**src/rtl/fetch_stage.sv**
```systemverilog
// fetch_stage: instruction-fetch stage. Owns the program counter and keeps at
// most one request outstanding to instruction memory. Each cycle it offers
// if_pc_4 / if_instruction / if_valid to the IF/ID register downstream, and
// absorbs memory wait states, ID stalls and ID redirects by emitting NOPs and
// buffering a single fetched word.
//
// Ports
//   clock, reset          posedge clock, synchronous active-high reset
//   id_shouldStall        IF/ID holds this cycle; nothing may be delivered
//   id_redirect           taken branch/jump in ID (ignored while stalled)
//   id_redirect_pc        redirect target, low two bits forced to zero
//   imem_req / imem_addr  request valid and word address (always pc)
//   imem_ready/imem_rdata returned word; ready completes the request
//   if_pc_4               pc + 4
//   if_instruction        word offered to IF/ID (NOP when not valid)
//   if_valid              if_instruction is a real, non-squashed instruction
//
// state | meaning
// FETCH | request outstanding at pc; ready delivers, buffers or squashes
// DRAIN | redirect arrived mid-request; wait out the old request, then jump
// HOLD  | word fetched during a stall; present buffer until ID accepts it
module fetch_stage #(
    parameter logic [31:0] RESET_PC = 32'h0000_0000,
    parameter logic [31:0] NOP      = 32'h0000_0000
) (
    input  logic        clock,
    input  logic        reset,
    input  logic        id_shouldStall,
    input  logic        id_redirect,
    input  logic [31:0] id_redirect_pc,
    output logic        imem_req,
    output logic [31:0] imem_addr,
    input  logic        imem_ready,
    input  logic [31:0] imem_rdata,
    output logic [31:0] if_pc_4,
    output logic [31:0] if_instruction,
    output logic        if_valid
);

    typedef enum logic [1:0] {
        FETCH = 2'd0,
        DRAIN = 2'd1,
        HOLD  = 2'd2
    } state_t;

    state_t      state, state_nxt;
    logic [31:0] pc, pc_nxt;
    logic [31:0] buf_instr, buf_instr_nxt;
    logic [31:0] pend_pc, pend_pc_nxt;
    logic        redir;
    logic [31:0] target;

    assign redir  = id_redirect & ~id_shouldStall;
    assign target = {id_redirect_pc[31:2], 2'b00};

    always_ff @(posedge clock) begin
        if (reset) begin
            state     <= FETCH;
            pc        <= RESET_PC;
            buf_instr <= NOP;
            pend_pc   <= RESET_PC;
        end else begin
            state     <= state_nxt;
            pc        <= pc_nxt;
            buf_instr <= buf_instr_nxt;
            pend_pc   <= pend_pc_nxt;
        end
    end

    always_comb begin
        state_nxt      = state;
        pc_nxt         = pc;
        buf_instr_nxt  = buf_instr;
        pend_pc_nxt    = pend_pc;
        if_instruction = NOP;
        if_valid       = 1'b0;
        // Dropped combinationally on reset so a request in flight is abandoned.
        imem_req       = ~reset & (state != HOLD);

        case (state)
            FETCH: begin
                if (imem_ready) begin
                    if (redir) begin
                        pc_nxt = target;
                    end else if (id_shouldStall) begin
                        buf_instr_nxt = imem_rdata;
                        state_nxt     = HOLD;
                    end else begin
                        if_instruction = imem_rdata;
                        if_valid       = 1'b1;
                        pc_nxt         = pc + 32'd4;
                    end
                end else if (redir) begin
                    pend_pc_nxt = target;
                    state_nxt   = DRAIN;
                end
            end
            DRAIN: begin
                // pc stays put so the address is stable until ready. A
                // redirect landing on the ready cycle is the newest and wins.
                if (redir) begin
                    pend_pc_nxt = target;
                end
                if (imem_ready) begin
                    pc_nxt    = redir ? target : pend_pc;
                    state_nxt = FETCH;
                end
            end
            HOLD: begin
                if (redir) begin
                    pc_nxt    = target;
                    state_nxt = FETCH;
                end else begin
                    if_instruction = buf_instr;
                    if_valid       = 1'b1;
                    if (!id_shouldStall) begin
                        pc_nxt    = pc + 32'd4;
                        state_nxt = FETCH;
                    end
                end
            end
            default: begin
                state_nxt = FETCH;
            end
        endcase

        if (reset) begin
            if_instruction = NOP;
            if_valid       = 1'b0;
        end
    end

    assign imem_addr = pc;
    assign if_pc_4   = pc + 32'd4;

endmodule

```
**config.mk**
```make
export PLATFORM = sky130hd
export DESIGN_NAME = fetch_stage
export DESIGN_NICKNAME = d
export VERILOG_FILES = /design/src/rtl/fetch_stage.sv
export SDC_FILE = /design/constraint.sdc
export NUM_CORES = 1
export LEC_CHECK = 0
export ABC_AREA = 1
export BUFFER_PORTS_ARGS = -buffer_cell sky130_fd_sc_hd__buf_2
export CORE_UTILIZATION = 35
export DETAILED_ROUTE_END_ITERATION = 8
export GPL_TIMING_DRIVEN = 0
export SLEW_MARGIN = 30
export SYNTH_ARGS = -nofsm -noshare
export SYNTH_HDL_FRONTEND = slang
export SYNTH_SLANG_ARGS = --single-unit
```
**constraint.sdc**
```tcl
create_clock -name clock -period 1.8 [get_ports clock]
set_clock_uncertainty 0.1 [all_clocks]
set_input_delay 0.09 -clock clock [delete_from_list [all_inputs] [get_ports clock]]
set_output_delay 0.09 -clock clock [all_outputs]
set_load 0.005 [all_outputs]
```
[After elaboration in Yosys (flattened, before gate mapping)]
Cells that the tools add are included.
Word-level totals
  register bits: 98
  word-level logic and storage cells: 55
Cells by class
  $add $sub $neg: 1
  equality and inequality tests: 10
  mux-type cells: 28
  bitwise operators: 5
  reductions and logical operators: 7
Operators with widths (number)
  32-bit 2-to-1 mux: 11
  32-bit one-hot mux with 2 select lines: 2
  32-bit one-hot mux with 3 select lines: 1
  32-bit by 3-bit adder with 32-bit output, second input constant: 1
  2-bit 2-to-1 mux: 7
  3-bit != test, second input constant: 4
  2-bit != test, second input constant: 4
  2-bit one-hot mux with 3 select lines: 1
  1-bit 2-to-1 mux: 5
  5-bit AND reduction: 1
  4-bit AND reduction: 1
  1-bit inverter: 3
  3-bit AND reduction: 1
  3-bit nonzero test: 1
  1-bit bitwise AND: 2
  2-bit by 1-bit == test with 1-bit output, second input constant: 1
  2-bit == test, second input constant: 1
  2-bit logical NOT: 1
  1-bit one-hot mux with 2 select lines: 1
  2-bit AND reduction: 1
  2-bit nonzero test: 1

[Depth between registers and ports, before layout]
Gate-level depths: netlist of run 1.
  depth in word-level cells: 6
  depth in mapped cells: 10
  mapped depth without buffers: 10

[Least setup slack after synthesis of run 1]
No wires, ideal clock.
  kind: register to register
  start point: reg pc[3] (netlist: imem_addr[3])
  end point: reg pc[18] (netlist: imem_addr[18])
  setup time: 0.070 ns
  arrival time: 1.383 ns
  setup slack: 0.247 ns
  cell stages (with the launch flop): 9
  buffers on the path: 0
  clock period less this slack: 1.553 ns
  cell sequence: dfxtp_1 -> ha_1 -> nand2_1 -> nor2_2 -> nand2_2 -> nor2_4 -> xor2_2 -> nand2_1 -> a21oi_1
Between the ends
  longest elaborated chain between the ends: 5
RTL lines
  start: declaration: RTL line 47  | logic [31:0] pc, pc_nxt;
  start signal: assignment: RTL line 64  | pc <= pc_nxt;
  32-bit by 3-bit adder with 32-bit output (*)
  named net if_pc_4[18]: RTL line 35  | output logic [31:0] if_pc_4,
  32-bit 2-to-1 mux (*): RTL line 85, 116
  32-bit 2-to-1 mux (*): RTL line 110  | if (redir) begin
  32-bit 2-to-1 mux: RTL line 82  | if (imem_ready) begin
  32-bit one-hot mux with 3 select lines (*): RTL line 80  | case (state)
Mark *: on every way through the listed nets, which the timed path passes. The rest lies on a longest branch. The select of a mux whose other input is x is not followed.
A chain may end at the register's enable or synchronous reset.

[Worst setup path in the final report of run 1]
  start point: reg pc[2] (netlist: imem_addr[2])
  end point: out if_pc_4[22]
Between the ends
  longest elaborated chain between the ends: 1
RTL lines
  32-bit by 3-bit adder with 32-bit output: RTL line 134  | assign if_pc_4 = pc + 32'd4;
  end: declaration: RTL line 35
Every way passes these cells.

==> summary.txt, run 1 <==
Status -> complete, but fails checks
Failing checks -> setup timing
R2r endpoint -> imem_addr[22]$_SDFFE_PP0P_
Reg power frac -> 0.411
Synth top area share -> 0.3595
Vias in the first global route -> 5717
Int Pwr -> 4.200 mW
Mean area per synthesized cell -> 6.599 um2
Max-cap viol count -> 0
Startpoint of the worst hold path -> id_redirect_pc[19]
Layout cells sized above 1 -> 0.3284
Crit-path cells -> ha_4 -> nand2_4 -> nor2_4 -> nand2_4 -> nor2_4 -> nand3_2 -> and2_1 -> buf_2
First-pass GRT wire length -> 29240 um
Max VDD drop -> 0.4785 mV
Yosys Warn Count -> 0
Relative slew slack -> 0.6064
Cells after Synth -> 827
Detail-routed via count per cell -> 4.951
DRT iter0 DRCs -> 409
Worst Tran Pin Value -> 0.5903 ns
# diodes -> 0
Worst Setup Start Kind -> register
Cells taking the most area after synthesis -> dfxtp_1 36%, nand2_1 11%, nor2_1 8.3%
Syn nets -> 897
CP max-delay cell -> dfxtp_4
Setup Slack @ Placement -> 0.01899 ns
Switching power total -> 2.103 mW
Hold depth -> 5
I/O pin cnt -> 167
CTS max path bufs -> 2
CTS buffer count -> 9
Worst hold path endpoint -> pend_pc[19]$_SDFFE_PP0P_
Critical Path RT -> 1.61 ns
Static leakage -> 3.568 nW
Sequential cell area fraction in the yosys report -> 0.3595
Flop2flop setup slack -> -0.05 ns
Sw frac -> 0.3337
Htree depth -> 3
Clk slew on worst S/H paths -> 0.07 ns
Power density cells -> 778.7 nW/um2
Power share of the clock group -> 0.326
CP max stage delay -> 0.37 ns
Achievable frequency -> 513.3 MHz
Fin area -> 8094 um2
RSZ-0062 raised after global routing -> true
Gr ovfl total -> 0
Pins Over Slew Limit -> 0
Total power -> 6.303 mW
Final ANT Viol Nets -> 0
Core region area -> 15200 um2
Critical path class -> reg -> out
Die width -> 126.9 um
Initial core utilization -> 0.3590
R2R cell count -> 11
Cell area after synthesis -> 5458 um2
Worst skew pair latency -> 0.36 ns
Synthesized flop and latch total -> 98
Final setup viols -> 29
Sink Count -> 98
Initial antenna violation count -> 0
Vias post-DR -> 6313
Crit end category -> output port
GP Congestion -> 0.8207
Post-DP HPWL -> 13570 um
TritonCTS clock tree -> built
Comb power frac -> 0.263
Site Rows -> 45
Period utilisation layout -> 1.082
Biggest area consumer among synthesized cells -> dfxtp_1
Hold WC Path Type -> in -> reg
Largest net degree at the start of global routing -> 19
Final WS setup -> -0.1482 ns
WHS -> 0.001845 ns
DRC Markers -> 0
Hold violation total from the final report -> 0
Nets -> 1152
Clock Tree Root -> clkbuf_16
Port Buffers -> 164
Final worst path period need -> 1.948 ns
Post-synth cell types -> 31
TritonRoute pass-1 iters -> 5
Die H -> 126.9 um
Reg2Reg Launch Point -> imem_addr[2]$_SDFFE_PP0P_
CP Max Fanout -> 5
Post-Route WL -> 19190 um
GRT Util Overall -> 0.2341
Area after DPL -> 6514 um2
WL/cell -> 15.05 um
WP data arrival -> 1.76 ns
Area growth syn-to-layout -> 48.30%
Die area -> 16100 um2
registers in the layout (all words and copies together) (netlist names):
register	count
pend_pc	32
imem_addr	32
state	2
buf_instr	32
cell families (layout without fill, tap and decap cells):
group                      Yosys count  in the layout  share of synthesized area
and+or+nand+nor                    323            323                     0.2545
AOI/OAI and AO/OA                  228            228                     0.2325
buffers and inverters              162            422                     0.1204
DFF                                 98             98                     0.3595
xor gates and xnor gates            15             15                    0.03095
adders and majority gates            1              1                   0.002292
power by group through the flow:
| stage | logic (mW) | registers (mW) | clock network (mW) |
|---|---|---|---|
| global route | 1.82 | 2.62 | 2.18 |
| global placement | 1.35 | 2.60 | 0 |
| floorplan | 0.798 | 2.57 | 0 |
| CTS | 1.57 | 2.58 | 2.10 |
| finish | 1.66 | 2.59 | 2.05 |
| detailed placement | 1.36 | 2.60 | 0 |
cell type report:
cell class,instances,area [um2]
clock inverter,7,88.84
clock buffer,9,225.2
buffer,47,277.8
tap,188,235.2
fill,1522,7108
sequential,98,2024
inverter,114,430.4
multi-input combinational,567,3196
timing repair buffer,245,1617
cells in the mapped netlist:
library cell  instances
a21oi_1              68
a22oi_1              32
a31oi_1               4
a41oi_1               1
and2_1                5
buf_2                13
buf_4                 8
clkbuf_1             27
dfxtp_1              98
ha_1                  1
inv_1               109
inv_2                 4
inv_4                 1
nand2_1             155
nand2_2               5
nand2_4               1
nand3_1              13
nand3b_1              7
nor2_1              121
nor2_2                6
nor2_4                7
nor2_8                2
nor3_1                1
o211ai_1              2
o21a_1                1
o21ai_0              81
o21ai_1              14
o22ai_1              25
xnor2_1               5
xor2_1                5
xor2_2                5
metal layers:
| metal | GRT usage | part of all wire |
|---|---|---|
| met2 | 0.3575 | 0.45 |
| met4 | 0.09244 | 0.035 |
| met1 | 0.3298 | 0.47 |
| met3 | 0.03543 | 0.047 |
| met5 | 0 | 0 |
stage by stage:
stage	setup TNS [ns]	std cells	utilization
3_5_place_dp	0	1179	0.4285
5_1_grt	-5.747	1275	0.5324
2_1_floorplan	0	827	-
6_report	-1.286	1275	0.5324
3_3_place_gp	0	1179	0.4285
4_1_cts	-1.295	1270	0.5107
worst max-delay path: cells and delay by family, from the launching register on:
family	cells	cell delay (ns)
flip-flops	1	0.37
adder cells (fa/ha/maj)	1	0.16
AND/OR/NAND/NOR	6	0.75
buffers and inverters	1	0.12
how the worst max path moves through the flow:
stage                     slack, ns                 startpoint                         end  cells past startpoint
after CTS                     -0.14  imem_addr[3]$_SDFFE_PP0P_                 if_pc_4[22]                      9
final                         -0.15  imem_addr[2]$_SDFFE_PP0P_                 if_pc_4[22]                      8
after global routing          -0.24  imem_addr[2]$_SDFFE_PP0P_                 if_pc_4[22]                      8
after global placement         0.03  imem_addr[3]$_SDFFE_PP0P_                 if_pc_4[22]                      8
after floorplan                0.25  imem_addr[3]$_SDFFE_PP0P_  imem_addr[18]$_SDFFE_PP0P_                      8
after detailed placement       0.02  imem_addr[3]$_SDFFE_PP0P_                 if_pc_4[22]                      8
placed cells by master, fill, tap and decap left out, types with 4 or more instances in the layout:
cell type        n
o21ai_1         13
a22oi_2         29
nand3b_1         7
and2_1           4
nand2_2         13
nand3_1         11
clkbuf_2         4
buf_8            6
o21ai_0         81
buf_4           31
nor2_2          17
nor2_4          13
dlygate4sd3_1   54
inv_2            5
nor2_1         104
clkbuf_1        23
inv_1          108
dfxtp_1         74
xor2_2           9
a31oi_1          4
buf_2          169
o22ai_1         25
dfxtp_4         13
dfxtp_2         11
clkbuf_16       10
nand2_1        143
a21oi_1         67
nand2_4          5
what timing repair did:
| action | 4_1_cts | 5_1_grt |
|---|---|---|
| hold buffers | 54 | 0 |
| cloned | 3 | 1 |
| endpoints found under the setup margin | 58 | 94 |
| pin swaps | 24 | 22 |
| hold endpoints to repair | 55 | 0 |
| gates resized for setup | 79 | 74 |
| buffers inserted | 18 | 5 |
No activity file was read; power rests on OpenSTA's default activity.
==> run 2: changes to the inputs <==
--- a/config.mk
+++ b/config.mk
@@ -5,7 +5,6 @@
 export SDC_FILE = /design/constraint.sdc
 export NUM_CORES = 1
 export LEC_CHECK = 0
-export ABC_AREA = 1
 export BUFFER_PORTS_ARGS = -buffer_cell sky130_fd_sc_hd__buf_2
 export CORE_UTILIZATION = 35
 export DETAILED_ROUTE_END_ITERATION = 8
==> run 2 against run 1 <==
Net effect:
- the run ends with DRC, setup timing left
- count of clock-buffer cells in the layout up 4
- sequential share of layout area down 1.8 points
- utilization up 6.0 points
- final cell count down 6.6%
- critical path type is now reg -> reg
- wire length up 5.6%
- largest cell class unchanged
- highest routed layer unchanged
- synthesized cell count down 15%
- register-to-register slack worse by 0.30 ns
- setup slack worse by 0.20 ns
- sequential cell count unchanged
- synthesized area down 2.5%
- combinational power down 39%
- via count up 1.7%
==> summary.txt, run 2 <==
Status -> complete, but fails checks
Failing checks -> DRC, setup timing
Most common cell in the synthesized netlist -> nand2_1
Post-Route WL -> 20250 um
Simple-Gate Fraction of Synth Area -> 0.2722
Sequential cell area fraction in the yosys report -> 0.3686
Biggest area consumer among synthesized cells -> dfxtp_1
Total power -> 5.445 mW
Cell area after synthesis -> 5323 um2
Detail-routed via count per cell -> 5.393
Cells after DPL -> 1049
Clock Tree Root -> clkbuf_16
Die area -> 15710 um2
CTS buffer count -> 9
Hold violation total from the final report -> 0
Cells after Synth -> 701
Max-cap viol count -> 0
TritonRoute pass-1 iters -> 9
Period utilisation layout -> 1.196
Critical path class -> reg -> reg
Largest net degree at the start of global routing -> 16
XOR/XNOR share of the synthesized area -> 0.04607
Die width -> 125.3 um
First-pass GRT wire length -> 31560 um
CP Max Fanout -> 7
FFs w/ async S/R, synth -> 0
Commonest non-fill, non-tap cell in the layout -> buf_2
Most frequent cells in the layout -> 165 x buf_2, 143 x nand2_1, 76 x a21oi_1
GRT Util Overall -> 0.2530
Hold WC Path Type -> in -> reg
Site Rows -> 44
WHS -> 0.009712 ns
Pins Over Slew Limit -> 0
Final setup viols -> 74
Port Buffers -> 164
Die H -> 125.3 um
Yosys Warn Count -> 0
Mean area per synthesized cell -> 7.593 um2
Critical Path RT -> 1.97 ns
TritonCTS clock tree -> built
Vias post-DR -> 6423
Worst skew pair latency -> 0.35 ns
Area growth syn-to-layout -> 63.61%
Post-DP HPWL -> 13070 um
Number of synthesized flops with an enable pin -> 0
Relative slew slack -> 0.5683
Layout cells sized above 1 -> 0.3992
Top_reg_cell synth -> dfxtp_1
DRT iter0 DRCs -> 561
Power density cells -> 625.3 nW/um2
Syn nets -> 771
Fin area -> 8708 um2
Largest family of logic cells by synthesized area -> simple AND/OR/NAND/NOR gates
Synth top area share -> 0.3686
Static leakage -> 3.691 nW
Gr ovfl total -> 0
Crit end category -> register
Initial core utilization -> 0.3621
CTS max path bufs -> 2
Flop2flop setup slack -> -0.35 ns
# diodes -> 0
Achievable frequency -> 464.7 MHz
GP Congestion -> 0.8154
Worst Setup Start Kind -> register
Cells taking the most area after synthesis -> dfxtp_1 37%, nand2_1 10%, a21oi_1 7.2%
RSZ-0062 raised after global routing -> true
WL/cell -> 17.01 um
Synth Area in Adders -> 0.002351
Final Instance Count excl. Fillers -> 1191
Initial antenna violation count -> 0
Final worst path period need -> 2.152 ns
Area after DPL -> 6471 um2
Finished Core Util -> 0.5924
I/O pin cnt -> 167
Sink Count -> 98
DRC Markers -> 1
Max VDD drop -> 0.5178 mV
Final WS setup -> -0.3521 ns
Post-synthesis compound-gate area fraction -> 0.2445
WP data arrival -> 2.32 ns
Htree depth -> 3
Core region area -> 14700 um2
Nets -> 1072
Fillers -> 1274
Synthesized flop and latch total -> 98
Clk slew on worst S/H paths -> 0.07 ns
Post-synth top cells -> 144 x nand2_1, 98 x dfxtp_1, 77 x a21oi_1
Vias in the first global route -> 5821
Worst Tran Pin Value -> 0.6475 ns
Post-synth cell types -> 62
Mux contribution to synthesized area -> 0.007522
Final ANT Viol Nets -> 0
## run 2: cell count changes after synthesis, sizes merged, moves of 13 or more
| cell | change |
|---|---|
| nand2 | -16 |
| nor2 | -74 |
| o21ai | -78 |
| xnor2 | +13 |
| clkbuf | +24 |
| inv | -105 |
| o22ai | -24 |
## run 2: what timing repair did
item	4_1_cts	5_1_grt
hold endpoints to repair	68	0
buffers inserted	36	28
hold buffers	64	0
cloned	3	1
gates resized for setup	140	85
pin swaps	32	39
endpoints found under the setup margin	147	143
## run 2: routing by layer
metal  global-route usage  up-vias  part of all wire
met5                    0        -                 0
met4              0.07891        0             0.019
met3              0.02353       34             0.043
met2               0.4147      223              0.48
met1               0.3507     3064              0.45
li1                     -     3102                 -
## run 2: area by class of cell
type / count / area (um2) / area share
Tap cell: 184 / 230.2 / 0.02644
Sequential cell: 98 / 2026 / 0.2326
Clock buffer: 13 / 271.5 / 0.03118
Buffer: 60 / 457.9 / 0.05259
Timing Repair Buffer: 295 / 2076 / 0.2384
Multi-Input combinational cell: 529 / 3568 / 0.4098
Inverter: 9 / 33.78 / 0.003879
Clock inverter: 3 / 45.04 / 0.005172
## run 2: stage by stage
stage	worst slack [ns]	setup TNS, ns
detailed placement	-0.6430	-41.49
global placement	-0.6276	-39.58
finish	-0.3521	-12.34
floorplan	-0.02334	-0.03028
global route	-0.3984	-18.24
CTS	-0.3333	-11.04
## run 2: kinds of logic (layout without fill, tap and decap cells)
logic type,count (synthesis),after routing
buffers and inverters,74,380
adders and majority gates,1,1
and+or+nand+nor,297,297
muxes,4,4
xor gates and xnor gates,28,28
DFF,98,98
AOI/OAI and AO/OA,199,199
## run 2: critical path: stages (launching register included)
cell	delay (ns)
dfxtp_4	0.40
nand4_4	0.19
nor3_4	0.31
buf_6	0.15
nand4_1	0.18
buf_4	0.20
or4_1	0.40
a31oi_1	0.14
## run 2: final timing paths
| check | endpoint | start | depth (start not counted) |
|---|---|---|---|
| setup / recovery | imem_addr[26]$_SDFFE_PP0P_ | imem_addr[9]$_SDFFE_PP0P_ | 7 |
| hold / removal | state[1]$_SDFFE_PP0P_ | imem_ready | 3 |
| setup reg to reg | imem_addr[26]$_SDFFE_PP0P_ | imem_addr[9]$_SDFFE_PP0P_ | 7 |
| hold reg to reg | pend_pc[5]$_SDFFE_PP0P_ | pend_pc[5]$_SDFFE_PP0P_ | 2 |
## run 2: power breakdown
group / switching [mW] / internal [mW] / leakage (nW)
sequential: 0.104 / 2.26 / 0.812
clock: 0.865 / 1.20 / 0.147
combinational: 0.537 / 0.480 / 2.73
